### config.mk
export PLATFORM = sky130hd
export DESIGN_NAME = cordic_atan_sched
export DESIGN_NICKNAME = d
export VERILOG_FILES = /design/src/rtl/cordic_atan_sched.sv
export SDC_FILE = /design/constraint.sdc
export NUM_CORES = 1
export LEC_CHECK = 0
export ABC_AREA = 1
export BUFFER_PORTS_ARGS = -buffer_cell sky130_fd_sc_hd__buf_2
export CAP_MARGIN = 20
export CORE_MARGIN = 4
export CORE_UTILIZATION = 57
export CTS_CLUSTER_SIZE = 20
export DETAILED_ROUTE_END_ITERATION = 16
export GPL_ROUTABILITY_DRIVEN = 0
export PLACE_DENSITY = 0.9
export RECOVER_POWER = 100
export SETUP_SLACK_MARGIN = 0.2
export SYNTH_ARGS = -nofsm -noshare
export SYNTH_HDL_FRONTEND = slang
export SYNTH_SLANG_ARGS = --single-unit
### constraint.sdc
create_clock -name clk -period 4.9 [get_ports clk]
set_input_delay 0.98 -clock clk [delete_from_list [all_inputs] [get_ports clk]]
set_output_delay 0.98 -clock clk [all_outputs]
set_load 0.1 [all_outputs]
### src/rtl/cordic_atan_sched.sv
// Round-robin scheduler sharing one CORDIC vectoring core among NREQ requesters,
// with quadrant pre-rotation and +/-pi correction. CORDIC_SCHED_TIMEOUT_EN adds a WAIT watchdog.
module cordic_atan_sched #(
  parameter int NREQ    = 4,
  parameter int IDW     = 2,
  parameter int TIMEOUT = 48
) (
  input  logic                 clk,
  input  logic                 rst_n,
  input  logic [NREQ-1:0]      req_valid,
  output logic [NREQ-1:0]      req_ready,
  input  logic [16*NREQ-1:0]   req_x,
  input  logic [16*NREQ-1:0]   req_y,
  output logic                 core_start,
  output logic [15:0]          core_x,
  output logic [15:0]          core_y,
  input  logic                 core_valid,
  input  logic [31:0]          core_theta,
  output logic                 rsp_valid,
  input  logic                 rsp_ready,
  output logic [IDW-1:0]       rsp_id,
  output logic [31:0]          rsp_theta,
  output logic                 rsp_err,
  output logic                 busy
);

  localparam logic [1:0] IDLE   = 2'd0;
  localparam logic [1:0] LAUNCH = 2'd1;
  localparam logic [1:0] WAIT   = 2'd2;
  localparam logic [1:0] RESP   = 2'd3;

  localparam logic signed [31:0] PI_Q16 = 32'sd205887;

  if (NREQ < 2 || NREQ > 8 || IDW < $clog2(NREQ) || TIMEOUT < 2) begin : g_param_check
    $error("cordic_atan_sched: illegal NREQ/IDW/TIMEOUT combination");
  end

  logic [1:0]            state_q, state_d;
  logic [IDW-1:0]        ptr_q, ptr_d;
  logic [IDW-1:0]        id_q, id_d;
  logic signed [15:0]    cx_q, cx_d;
  logic signed [15:0]    cy_q, cy_d;
  logic                  flip_q, flip_d;
  logic                  sgn_q, sgn_d;
  logic signed [31:0]    theta_q, theta_d;

`ifdef CORDIC_SCHED_TIMEOUT_EN
  localparam int CNTW = $clog2(TIMEOUT + 1);
  logic [CNTW-1:0]       cnt_q, cnt_d;
  logic                  err_q, err_d;
`endif

  // Arbiter: first valid requester at or after the pointer, wrapping.
  logic                  gnt_found;
  logic [IDW-1:0]        gnt_idx;
  logic [IDW-1:0]        scan_idx;
  logic signed [15:0]    sel_x, sel_y;

  always_comb begin
    gnt_found = 1'b0;
    gnt_idx   = '0;
    scan_idx  = '0;
    sel_x     = '0;
    sel_y     = '0;
    for (int unsigned i = 0; i < NREQ; i++) begin
      scan_idx = IDW'((32'(ptr_q) + i) % 32'(NREQ));
      if (!gnt_found && req_valid[scan_idx]) begin
        gnt_found = 1'b1;
        gnt_idx   = scan_idx;
        sel_x     = req_x[16*scan_idx +: 16];
        sel_y     = req_y[16*scan_idx +: 16];
      end
    end
  end

  always_comb begin
    req_ready = '0;
    if (state_q == IDLE && gnt_found) begin
      req_ready[gnt_idx] = 1'b1;
    end
  end

  // Saturating negation: -(-32768) clamps to +32767.
  logic signed [15:0]    neg_x, neg_y;
  logic signed [31:0]    core_th;

  always_comb begin
    neg_x   = (sel_x == 16'sh8000) ? 16'sh7fff : -sel_x;
    neg_y   = (sel_y == 16'sh8000) ? 16'sh7fff : -sel_y;
    core_th = core_theta;
  end

  always_comb begin
    state_d = state_q;
    ptr_d   = ptr_q;
    id_d    = id_q;
    cx_d    = cx_q;
    cy_d    = cy_q;
    flip_d  = flip_q;
    sgn_d   = sgn_q;
    theta_d = theta_q;
`ifdef CORDIC_SCHED_TIMEOUT_EN
    cnt_d   = cnt_q;
    err_d   = err_q;
`endif
    case (state_q)
      IDLE: begin
        if (gnt_found) begin
          id_d   = gnt_idx;
          ptr_d  = IDW'((32'(gnt_idx) + 32'd1) % 32'(NREQ));
          flip_d = sel_x[15];
          sgn_d  = !sel_y[15];
          cx_d   = sel_x[15] ? neg_x : sel_x;
          cy_d   = sel_x[15] ? neg_y : sel_y;
`ifdef CORDIC_SCHED_TIMEOUT_EN
          err_d  = 1'b0;
`endif
          // Positive real axis (and the origin) answers 0 without the core.
          if (sel_y == 16'sd0 && !sel_x[15]) begin
            theta_d = '0;
            state_d = RESP;
          end else begin
            state_d = LAUNCH;
          end
        end
      end
      LAUNCH: begin
`ifdef CORDIC_SCHED_TIMEOUT_EN
        cnt_d   = '0;
`endif
        state_d = WAIT;
      end
      WAIT: begin
        if (core_valid) begin
          if (!flip_q) begin
            theta_d = core_th;
          end else if (sgn_q) begin
            theta_d = core_th + PI_Q16;
          end else begin
            theta_d = core_th - PI_Q16;
          end
          state_d = RESP;
        end
`ifdef CORDIC_SCHED_TIMEOUT_EN
        else if (cnt_q == CNTW'(TIMEOUT - 1)) begin
          theta_d = '0;
          err_d   = 1'b1;
          state_d = RESP;
        end else begin
          cnt_d = cnt_q + 1'b1;
        end
`endif
      end
      RESP: begin
        if (rsp_ready) begin
          state_d = IDLE;
        end
      end
      default: state_d = IDLE;
    endcase
  end

  always_ff @(posedge clk or negedge rst_n) begin
    if (!rst_n) begin
      state_q <= IDLE;
      ptr_q   <= '0;
      id_q    <= '0;
      cx_q    <= '0;
      cy_q    <= '0;
      flip_q  <= 1'b0;
      sgn_q   <= 1'b0;
      theta_q <= '0;
`ifdef CORDIC_SCHED_TIMEOUT_EN
      cnt_q   <= '0;
      err_q   <= 1'b0;
`endif
    end else begin
      state_q <= state_d;
      ptr_q   <= ptr_d;
      id_q    <= id_d;
      cx_q    <= cx_d;
      cy_q    <= cy_d;
      flip_q  <= flip_d;
      sgn_q   <= sgn_d;
      theta_q <= theta_d;
`ifdef CORDIC_SCHED_TIMEOUT_EN
      cnt_q   <= cnt_d;
      err_q   <= err_d;
`endif
    end
  end

  assign core_start = (state_q == LAUNCH);
  assign core_x     = cx_q;
  assign core_y     = cy_q;
  assign rsp_valid  = (state_q == RESP);
  assign rsp_id     = id_q;
  assign rsp_theta  = theta_q;
  assign busy       = (state_q != IDLE);
`ifdef CORDIC_SCHED_TIMEOUT_EN
  assign rsp_err    = err_q;
`else
  assign rsp_err    = 1'b0;
`endif

endmodule
### Yosys cells after proc, flatten, opt, wreduce, memory -nomap -nowiden

Index checks and enable logic that the tools add are counted.

| word-level totals | value |
|---|---|
| output and inout port bits | 74 |
| register bits after elaboration | 72 |
| input port bits | 168 |
| logic and storage cells | 99 |

| operators by class | value |
|---|---|
| $lt $le $gt $ge | 6 |
| shift-type cells | 8 |
| equality and inequality tests | 9 |
| reduce and logical (&&, ||, !) cells | 18 |
| mux-type cells | 42 |
| add/subtract/negate cells | 8 |

Operators by type and width:

| operator | number |
|---|---|
| $shiftx A64 B7 Y16 | 8 |
| $mux W16 | 12 |
| $mux W32 | 5 |
| $pmux W32 S2 | 1 |
| $add A32 B19 Y32 const B | 1 |
| $eq A16 B16 Y1 const B | 2 |
| $neg A16 Y16 | 2 |
| $sub A32 B19 Y32 const B | 1 |
| $logic_not A16 Y1 | 1 |
| $mux W2 | 8 |
| $lt A2 B3 Y1 const B | 5 |
| $mux W1 | 9 |
| $bmux W1 S2 | 4 |
| $pmux W2 S4 | 1 |
| $logic_and A1 B1 Y1 | 6 |
| $logic_not A1 Y1 | 5 |
| $add A2 B1 Y2 const B | 2 |
| $add A2 B2 Y2 const B | 2 |
| $eq A2 B2 Y1 const B | 2 |
| $mux W4 | 1 |
| $ne A2 B1 Y1 const B | 2 |
| $ne A2 B2 Y1 const B | 2 |
| $reduce_and A4 Y1 | 1 |
| $reduce_bool A2 Y1 | 2 |
| 6 further kinds | 6 |

### Depth between registers and ports, before layout

Gate-level depths: netlist of run 1.

| logic depth | value |
|---|---|
| depth in word-level cells | 17 |
| mapped depth | 24 |
| gate-level depth less buffers | 20 |

### Least setup slack after synthesis of run 1

Ideal clock, no wire load.

| timing path | value |
|---|---|
| path kind | in2out |
| start point | input req_valid[2] |
| end point | output req_ready[1] |
| stages on the path | 14 |
| buffers on the path | 1 |
| slack | 328 ps |
| arrival | 3592 ps |
| required time | 3920 ps |
| path through | nand2_1 > nand2_1 > nand2_2 > nand2_8 > nor2_8 > buf_6 > nand2_1 > nand2_1 > xor2_1 > inv_1 > nor2_1 > ha_1 > inv_1 > nor2_1 |

| between the ends | value |
|---|---|
| longest elaborated chain between the ends | 17 |
| elaborated cells between the ends (all ways) | 29 |
| those cells by class | order compare: 2; mux: 19; reduce/logical: 8 |

RTL lines:

| item | RTL line | RTL |
|---|---|---|
| from (decl) | 10 | `input logic [NREQ-1:0] req_valid,` |
| $bmux W1 S2 | 67 | `if (!gnt_found && req_valid[scan_idx]) begin` |
| $mux W1 (not written as such) | 67 |  |
| $mux W1 | 67 |  |
| $logic_not A1 Y1 | 67 |  |
| $logic_and A1 B1 Y1 | 67 |  |
| $mux W1 | 67 |  |
| $logic_not A1 Y1 | 67 |  |
| $logic_and A1 B1 Y1 | 67 |  |
| (+2 left out) | n/a |  |
| $logic_and A1 B1 Y1 | 67 |  |
| $mux W2 * | 67 |  |
| via gnt_idx[0] | 55 | `logic [IDW-1:0] gnt_idx;` |
| $lt A2 B3 Y1 (not written as such) / $ge A2 B1 Y1 (equally long branches) | 79 | `req_ready[gnt_idx] = 1'b1;` |
| $logic_and A1 B1 Y1 (not written as such) | 79 |  |
| $mux W1 (not written as such) | 79 |  |
| $demux W1 S2 * | 79 |  |
| $mux W4 * | 78 | `if (state_q == IDLE && gnt_found) begin` |
| to (decl) | 11 | `output logic [NREQ-1:0] req_ready,` |

Mark *: on every way through the listed nets, which the timed path passes. The rest lies on a longest branch. The select of a mux whose other input is x is not followed.

### Worst setup path after layout of run 1

| timing path | value |
|---|---|
| start point | register ptr_q[0] |
| end point | output req_ready[1] |

| between the ends | value |
|---|---|
| longest elaborated chain between the ends | 17 |
| elaborated cells between the ends (all ways) | 32 |
| those cells by class | add/sub: 3; order compare: 2; mux: 19; reduce/logical: 8 |

RTL lines:

| item | RTL line | RTL |
|---|---|---|
| from (decl) | 39 | `logic [IDW-1:0] ptr_q, ptr_d;` |
| from (signal assigned) | 179 | `ptr_q <= ptr_d;` |
| parallel branches: the longest is 16 deep, another holds $lt A2 B3 Y1 | n/a |  |
| $mux W4 * | 78 |  |

Every way passes the cells marked *. The select of a mux whose other input is x is not followed.

==> results of run 1 <==
-- registers in the layout, indices dropped and copies added (netlist names) --
register,cells
ptr_q,2
state_q,2
rsp_id,2
rsp_theta,32
sgn_q,1
core_x,16
flip_q,1
core_y,16
-- cells by family (layout without fill, tap and decap cells) --
| family | after synthesis | after routing | synth area share (%) |
|---|---|---|---|
| AO/OA/AOI/OAI | 361 | 361 | 19.5 |
| flip-flops | 72 | 72 | 17.0 |
| other | 1 | 1 | 0.0355 |
| adder cells (fa/ha/maj) | 42 | 42 | 5.04 |
| buffers and inverters | 272 | 448 | 12.8 |
| AND/OR/NAND/NOR | 1103 | 1103 | 42.9 |
| XOR/XNOR | 33 | 33 | 2.73 |
-- worst max-delay path: cells and delay by family (launching register included) --
kind / cells / cell delay [ns]
compound gates: 1 / 0.36
simple gates: 6 / 1.02
buf+inv: 4 / 1.05
flops: 1 / 0.55
fa+ha+maj: 1 / 0.22
-- cell type report --
cell class	count	share of cell area (%)
Clock buffer	10	2.06
Clock inverter	5	0.291
Inverter	176	5.72
Multi-Input combinational cell	1540	62.9
Sequential cell	72	15.6
Tap cell	229	2.47
Timing Repair Buffer	257	11.0
-- worst min-delay path by stage --
stage / from / to / slack, ns / cells past startpoint
5_1_grt: rsp_theta[18] / rsp_theta[18] / 0.50 / 2
2_1_floorplan: state_q[1] / state_q[1] / 0.59 / 2
3_3_place_gp: rsp_theta[7] / rsp_theta[7] / 0.46 / 2
6_report: rsp_theta[12] / rsp_theta[12] / 0.48 / 2
3_5_place_dp: rsp_theta[12] / rsp_theta[12] / 0.46 / 2
4_1_cts: rsp_theta[12] / rsp_theta[12] / 0.48 / 2
-- per-stage QoR --
stage	hold WS, ns	util [%]	cells	setup slack [ns]	instance area [sq um]
finish	0.481	64.1	2289	0.367	11600
global route	0.499	64.1	2289	0.151	11600
CTS	0.479	65.4	2289	0.418	11800
detailed placement	0.465	63.9	2274	0.625	11600
global placement	0.461	63.9	2274	0.734	11600
floorplan	0.595	-	1884	0.328	10600
-- layout by cell type, fill, tap and decap left out, types with 2 or more instances in the layout --
cell and n:
nand2_1 752, o21ai_1 24, xnor2_1 9, o21ai_0 229, clkinv_1 2, nand2_2 7
xor2_1 24, nor2_2 7, a21o_1 10, nor3_1 8, inv_2 5, o21ai_2 7
a21oi_2 3, o211ai_1 4, clkbuf_16 9, a21boi_0 4, o21bai_1 10, nand4_1 14
a31oi_1 6, ha_1 41, nand3b_1 6, nand3_2 4, or2_2 5, buf_12 2
buf_2 166, or2_1 3, buf_4 15, dfrtp_1 70, clkinv_2 2, nand3_1 110
inv_1 168, nor2_1 176, clkbuf_1 69, clkbuf_2 3, a21oi_1 57, buf_6 2
clkinvlp_4 2, o21a_1 4, nand2_4 4
-- metal layers --
metal,GRT usage (%),up-vias
met5,0,-
met4,14.9,0
met3,4.63,132
met2,49.0,681
met1,40.4,5644
li1,-,6340
==> results.md, run 1 <==
- CP endpoint: req_ready[1]
- Top layer in use: met4
- Core area: 18100 sq um
- Die Width: 144 um
- RSZ-0062 raised after global routing: no
- Final antenna-violating net count: 0
- Yosys warning count: 0
- Post-synth net total: 2094
- Synth-to-Final Area Change: 9.68%
- CP dominant cell by count: nand2_1
- Post-Route WL: 32600 um
- Crit-path slowest cell: dfrtp_4
- Total congestion overflow: 0
- Layout cells sized above 1: 12.4%
- CP max FO: 66
- Initial antenna violation count: 0
- DR pass1 iterations: 6
- Clock slew seen by the registers of the worst setup and hold paths: 0.06 ns
- Synthesized area per cell: 5.61 sq um
- Flip-flop and latch area: 1810 sq um
- Setup_tns: 0 ns
- DRC: 0
- Routed vias/inst: 5.59
- Met2 WL: 14300 um
- Hold Violations, Final: 0
- Drt wl/cell: 14.2 um
- CP endpoint kind: output port
- Setup Skew: approximately 0.009 ns
- Ys async rst share: 100%
- MaxCap Viol Count: 1
- Gate Count Post-Synth: around 1.9k
- First-pass GRT wire length: between 50000 and 60000 um
- Fin crit share: between 90% and 100%
- Num rows: 49
- CP peak stage delay: 0.55 ns
- Top FF cell, synth: dfrtp_1
- Die Span Y: 144 um
- Die Footprint: 20800 sq um
- Total number of vias: 12.8k
- Post-DP HPWL: ~25000 um
- Clock Path Buffers: 2
- Number of flops mapped to enable cells by yosys: 0
- IO buf count: 240
- R2R setup slack: 0.62 ns
- Number of synthesized register bits: 72
- Final min period: 4.53 ns
- Fill count: 1744
- Vias in the first global route: 11.6k
- Clock latency at the later pin of the worst-skew pair: around 0.34 ns
- Worst slew margin: -20.8%
- Root buf cell: clkbuf_16
- Leading cell types by total area after synthesis: nand2_1 27%, dfrtp_1 17%, o21ai_0 9.5%
- TritonCTS buffer count: 9
- Critical path class: register to output port
- CTS tree: built
- Worst-Margin Slew: 1.81 ns
- Iter 0 DRT Violations: 1242
- Largest net degree at the start of global routing: 129
- Req. time, crit path: about 4 ns
- Starting Density: 58.5%
- Worst r2r src: ptr_q[0]
- Startpoint Class: register
- Yosys top cell by area: nand2_1
- # diodes: 0
- WP data arrival: about 3.6 ns
- Max-slew violation count: 73
- Status: finished with violations
- Reg2reg end: core_x[10]
- Met1 WL: 13500 um
- Failing checks: max-capacitance violations, max-slew violations
- GRT Util Overall: a little under a third
- Hold_buf cts: 0
- H-tree levels: 3
- Post-synth top cells: 750 x nand2_1, 201 x o21ai_0, 174 x nor2_1
- Yosys cell types: 48
- IO Pins: 242
- Crit-path cells: inv_2, nand2_1, nand2_2, buf_6, nand2_1, nand2_1, nand3_4, o21a_1, ha_1, inv_1, nor2_1, clkbuf_2
- Yosys top cell area share: 26.6%
- Clk sinks: 72
- Beginning of the critical path: ptr_q[0]
- CTS resizes: 0
- Multi-input logic area: 7290 sq um
- Layout Nets: 2266
- Setup bufs post-CTS: 0
- Mapped Area: 10600 sq um
- Final Setup Violations: 0
- Met3 wire len: around 3200 um
- Min-Delay Path Class: register to register
- Fmax: 221 MHz
- Seq/Total Area, Yosys: roughly 17%
- Cell with the most instances after synthesis: nand2_1
- FF-to-FF path depth: 16
Power of run 1 is not shown: default switching activity piles up to over one toggle a cycle in this logic, so the estimate is an artifact.
==> run 2: changes to the inputs <==
Settings changed: ABC_AREA 1 to not set, PLACE_DENSITY 0.9 to not set, PLACE_DENSITY_LB_ADDON set to 0.15, SLEW_MARGIN set to 0.
==> run 2 against run 1 <==
Effect of this change:
- the flow still finishes with violations (max-capacitance violations, max-slew violations)
- wire length is 13% lower
- first-iteration DRC count fell by 49%
- count of clock-buffer cells in the layout rose by 2
- via count fell by 24%
- register-to-register slack worse by 0.16 ns
- largest cell class unchanged
==> results.md, run 2 <==
- Status: finished with violations
- Failing checks: max-capacitance violations, max-slew violations
- Clock Path Buffers: 2
- Iter 0 DRT Violations: ~640
- Leading cell types by total area after synthesis: dfrtp_1 19%, mux2i_1 11%, nand2_1 6.7%
- Post-Route WL: 28500 um
- Post-synth top cells: 174 x nand2_1, 109 x mux2i_1, 76 x nor2_1
- Total number of vias: 9758
- Clock slew seen by the registers of the worst setup and hold paths: 0.06 ns
- H-tree levels: 3
- Cell with the most instances after synthesis: nand2_1
- Xor and xnor area share after synthesis: 4.25%
- Cell count after placement: 1551
- CP endpoint kind: register
- Fmax: 225 MHz
- First-pass GRT wire length: roughly 45000 um
- Synth-to-Final Area Change: 13.6%
- Layout Nets: 1554
- Vias in the first global route: 9025
- Initial antenna violation count: 1
- Worst slew margin: -7.64%
- Startpoint Class: register
- Starting Density: 58.2%
- Routed vias/inst: 6.22
- Largest net degree at the start of global routing: 62
- Post-synthesis adder-cell area fraction: 5.50%
- Post-synthesis mux area share: 20.5%
- DR pass1 iterations: 5
- IO Pins: 242
- Clock latency at the later pin of the worst-skew pair: 0.34 ns
- GRT Util Overall: 27.8%
- Min-Delay Path Class: register to register
- Worst-Margin Slew: 1.61 ns
- Compound-cell area share of the yosys netlist: 26.6%
- CTS tree: built
- RSZ-0062 raised after global routing: no
- IO buf count: 240
- Synth Area in Simple Gates: between 15 and 20%
- Die Width: 138 um
- Final antenna-violating net count: 0
- Number of flops mapped to enable cells by yosys: 0
- Critical path class: register to register
- Total congestion overflow: 0
- Die Span Y: 138 um
- WP data arrival: between 4 and 5 ns
- Yosys top cell by area: dfrtp_1
- Most common cell after layout, fill and taps aside: nand2_1
- Root buf cell: clkbuf_16
- Gate Count Post-Synth: 1144
- Req. time, crit path: 5.13 ns
- Fin cells: 1569
- Final min period: 4.44 ns
- Clk sinks: 72
- # diodes: 0
- Yosys top cell area share: 18.6%
- DRC: 0
- TritonCTS buffer count: 9
- Setup Skew: 0.00557 ns
- Layout cells sized above 1: 22.5%
- Hold Violations, Final: 0
- Die Footprint: 19200 sq um
- Fin crit share: 90.7%
- Top FF cell, synth: dfrtp_1
- Synthesized area per cell: 8.47 sq um
- Hold WS: 0.473 ns
- Mapped Area: 9690 sq um
- Setup_tns: 0 ns
- Post-DP HPWL: 21400 um
- Hold_buf cts: 0
- CTS resizes: 0
- Max reg flops: 32
- CP max FO: 53
- Number of synthesized register bits: 72
- Highest-count cells in the layout ignoring fill and taps: 174 x nand2_1, 167 x buf_2, 109 x mux2i_1
- Seq/Total Area, Yosys: approximately 19%
- Ys async rst share: 100%
- Max-slew violation count: 31
- MaxCap Viol Count: 1
- Yosys warning count: 0
- Largest family of logic cells by synthesized area: compound AO/OA/AOI/OAI gates
- Num rows: 47
- Fill count: 1492
- Drt wl/cell: 18.1 um
- Core area: 16600 sq um
- Post-synth net total: 1354
- Yosys cell types: 97
- Final Setup Violations: 0
run 2: cell count changes after synthesis, sizes merged, moves of 30 or more:
cell,previous run,this run
nand2,764,176
o21ai,260,84
inv,175,19
mux2i,0,109
nor2,185,76
nand3,115,20
mux2,0,30
run 2: cell type report:
class | instances | area [sq um] | share of cell area [%]
Timing Repair Buffer | 273 | 1360 | 12.3
Clock buffer | 12 | 246 | 2.24
Sequential cell | 72 | 1810 | 16.4
Multi-Input combinational cell | 968 | 7200 | 65.4
Clock inverter | 4 | 53.8 | 0.489
Inverter | 20 | 75.1 | 0.682
Tap cell | 220 | 275 | 2.50
run 2: per-stage QoR:
stage,utilization [%],area [sq um],setup slack [ns]
floorplan,-,9690,0.479
global placement,65.2,10800,0.446
detailed placement,65.2,10800,0.287
CTS,67.0,11100,0.565
global route,66.2,11000,0.138
finish,66.2,11000,0.456
run 2: critical path, stage by stage, from the launching register on:
cell and delay (ns):
dfrtp_4 0.79, mux4_2 0.76, buf_4 0.28, nand2_1 0.07, o221ai_1 0.15, nor4_2 0.41, nand4_1 0.32, nor3_2 0.28
nand3_1 0.19, o32a_2 0.35, clkbuf_4 0.36, o31ai_1 0.32
run 2: cells by family after synthesis:
| family | after synthesis |
|---|---|
| adders and majority gates | 42 |
| DFF | 72 |
| and+or+nand+nor | 365 |
| AOI/OAI and AO/OA | 350 |
| other | 1 |
| buffers and inverters | 104 |
| muxes | 163 |
| xor gates and xnor gates | 47 |
run 2: metal layers:
layer	GRT usage, %	part of all wire [%]	wire length (um)	vias up
li1	-	-	-	4717
met1	38.4	45	12700	4647
met2	45.6	47	13300	352
met3	5.52	6.9	1970	40
met4	5.82	1.5	435	2
met5	0	0.025	7	-
run 2: path summary, 6_finish.rpt:
kind                                start             to  slack (ns)  cells past startpoint
worst min-delay path            core_x[5]      core_x[5]        0.47                      2
worst min register to register  core_x[5]      core_x[5]        0.47                      2
max in group asynchronous           rst_n   rsp_theta[6]        2.14                      2
worst max register to register   ptr_q[0]  rsp_theta[17]        0.46                     11
worst max-delay path             ptr_q[0]  rsp_theta[17]        0.46                     11
min in group asynchronous           rst_n     core_x[15]        0.76                      1
run 2: what timing repair did:
item	4_1_cts	5_1_grt
endpoints found under the setup margin	0	1
buffers inserted	0	1
endpoints found under the hold margin	0	0
Power of run 2 is left out for the same reason.
==> run 3: changes to the inputs <==
Settings changed: CORE_ASPECT_RATIO set to 0.6.
==> run 3 against run 2 <==
Effect of this change:
- the flow still finishes with violations (max-capacitance violations, max-slew violations)
- sequential share of layout area rose by 0.081 points
- fmax fell by 2.6%
- global-route usage grew 1.7 points
- sequential cell count did not move
- clock skew is 0.0031 ns higher
- highest routed layer is now met4
- wire length grew 2.9%
- register-to-register slack worse by 0.12 ns
==> results.md, run 3 (same netlist as run 2, synthesis figures left out) <==
- Place WS: 0.217 ns
- Layout cells sized above 1: 22.7%
- Hold Violations, Final: 0
- Total congestion overflow: 0
- CP max FO: 42
- Highest-count cells in the layout ignoring fill and taps: 174 x nand2_1, 168 x buf_2, 109 x mux2i_1
- Final min period: 4.56 ns
- Fill count: between 1.5k and 2k
- IO buf count: 240
- Clock slew seen by the registers of the worst setup and hold paths: 0.06 ns
- Beginning of the critical path: ptr_q[0]
- Layout Nets: ~1.6k
- H-tree levels: 3
- First-pass GRT wire length: 46300 um
- Failing checks: max-capacitance violations, max-slew violations
- Synth-to-Final Area Change: 13.1%
- Hold WS: 0.469 ns
- Critical path class: register to register
- Startpoint Class: register
- # diodes: 0
- MaxCap Viol Count: 1
- R2R setup slack: 0.34 ns
- GRT Util Overall: 29.5%
- Final worst slack: 0.335 ns
- Worst r2r src: ptr_q[0]
- Largest net degree at the start of global routing: 73
- Final Setup Violations: 0
- Status: finished with violations
- Post-Route WL: about 29000 um
- Clock latency at the later pin of the worst-skew pair: 0.33 ns
- DRC: 0
- CP Buf/Inv Count: 3
- Drt wl/cell: 18.6 um
- Initial antenna violation count: 0
- IO Pins: 242
- Final antenna-violating net count: 0
- Delay-heaviest family, CP: buffers and inverters
- Setup Skew: 0.00871 ns
- Worst slew margin: -20.8%
- CP endpoint kind: register
- Crit-path cells: inv_2, clkbuf_2, a21oi_1, clkbuf_1, a32o_1, a2111oi_2, nand3_1, or3_1, o31ai_4, xor2_1, o21ai_1, nand2_1
- Die Footprint: roughly 19000 sq um
- DR pass1 iterations: 6
- Die Width: 176 um
- Vias in the first global route: 8967
- Setup_tns: 0 ns
- Root buf cell: clkbuf_16
- Die Span Y: 109 um
- Core area: 16400 sq um
- TritonCTS buffer count: 9
- Num rows: 36
- Clk sinks: 72
- Max reg flops: 32
- Fmax: 219 MHz
- RSZ-0062 raised after global routing: no
- Fin crit share: 93.2%
- CTS tree: built
- Clock Path Buffers: 2
- CP peak stage delay: a little under 0.8 ns
- Routed vias/inst: ~6.3
- Crit-path slowest cell: clkbuf_2
- WP data arrival: 4.78 ns
- Starting Density: 58.9%
- Req. time, crit path: ~5.1 ns
- Post-layout util: 66.7%
- Hold_buf cts: 0
- Post-DP HPWL: 22700 um
- Iter 0 DRT Violations: approximately 910
- Most common cell after layout, fill and taps aside: nand2_1
- Max-slew violation count: 73
- Hold path start: core_x[5]
- Min-Delay Path Class: register to register
- Worst-Margin Slew: 1.81 ns
- Total number of vias: 9852
==> run 3: cell count changes in the layout (fill, tap and decap cells not counted), sizes merged <==
cell,previous run,this run
clkinvlp,2,1
clkinv,2,6
clkbuf,90,86
bufinv,1,0
==> run 3: tightest hold or removal path, delay by kind of cell, from the launching register on <==
family,cells,cell delay (ns)
flip-flops,1,0.34
AND/OR/NAND/NOR,2,0.10
==> run 3: worst paths after layout <==
| check | to | cells after the start |
|---|---|---|
| min reg2reg | core_x[5] | 2 |
| max in group asynchronous | ptr_q[1] | 1 |
| min | core_x[5] | 2 |
| max | core_x[13] | 12 |
| max reg2reg | core_x[13] | 12 |
| min in group asynchronous | rsp_theta[25] | 1 |
==> run 3: layer usage <==
metal / up-vias / track usage [%] / routed length (um)
met4: 0 / 5.13 / 372
met1: 4638 / 45.5 / 13900
met3: 36 / 7.14 / 3010
li1: 4718 / - / -
met5: - / 0 / 0
met2: 460 / 42.3 / 12000
==> run 3: layout make-up <==
class,count,area [sq um],area share [%]
inverter,20,75.1,0.685
multi-input combinational,968,7190,65.6
timing repair buffer,271,1330,12.2
sequential,72,1810,16.5
clock buffer,10,229,2.09
tap,228,285,2.60
clock inverter,6,36.3,0.331
==> run 3: metrics by stage <==
step | cells | area, sq um
after CTS | 1575 | 11100
after global routing | 1575 | 11000
final | 1575 | 11000
after global placement | 1559 | 10800
after detailed placement | 1559 | 10800
after floorplan | 1144 | 9690
==> run 3: timing repair <==
action                     CTS  global route
gates resized for setup      0             1
buffers inserted             0             0
hold endpoints to repair     0             0
setup endpoints to repair    0             6
Power of run 3 is left out for the same reason.
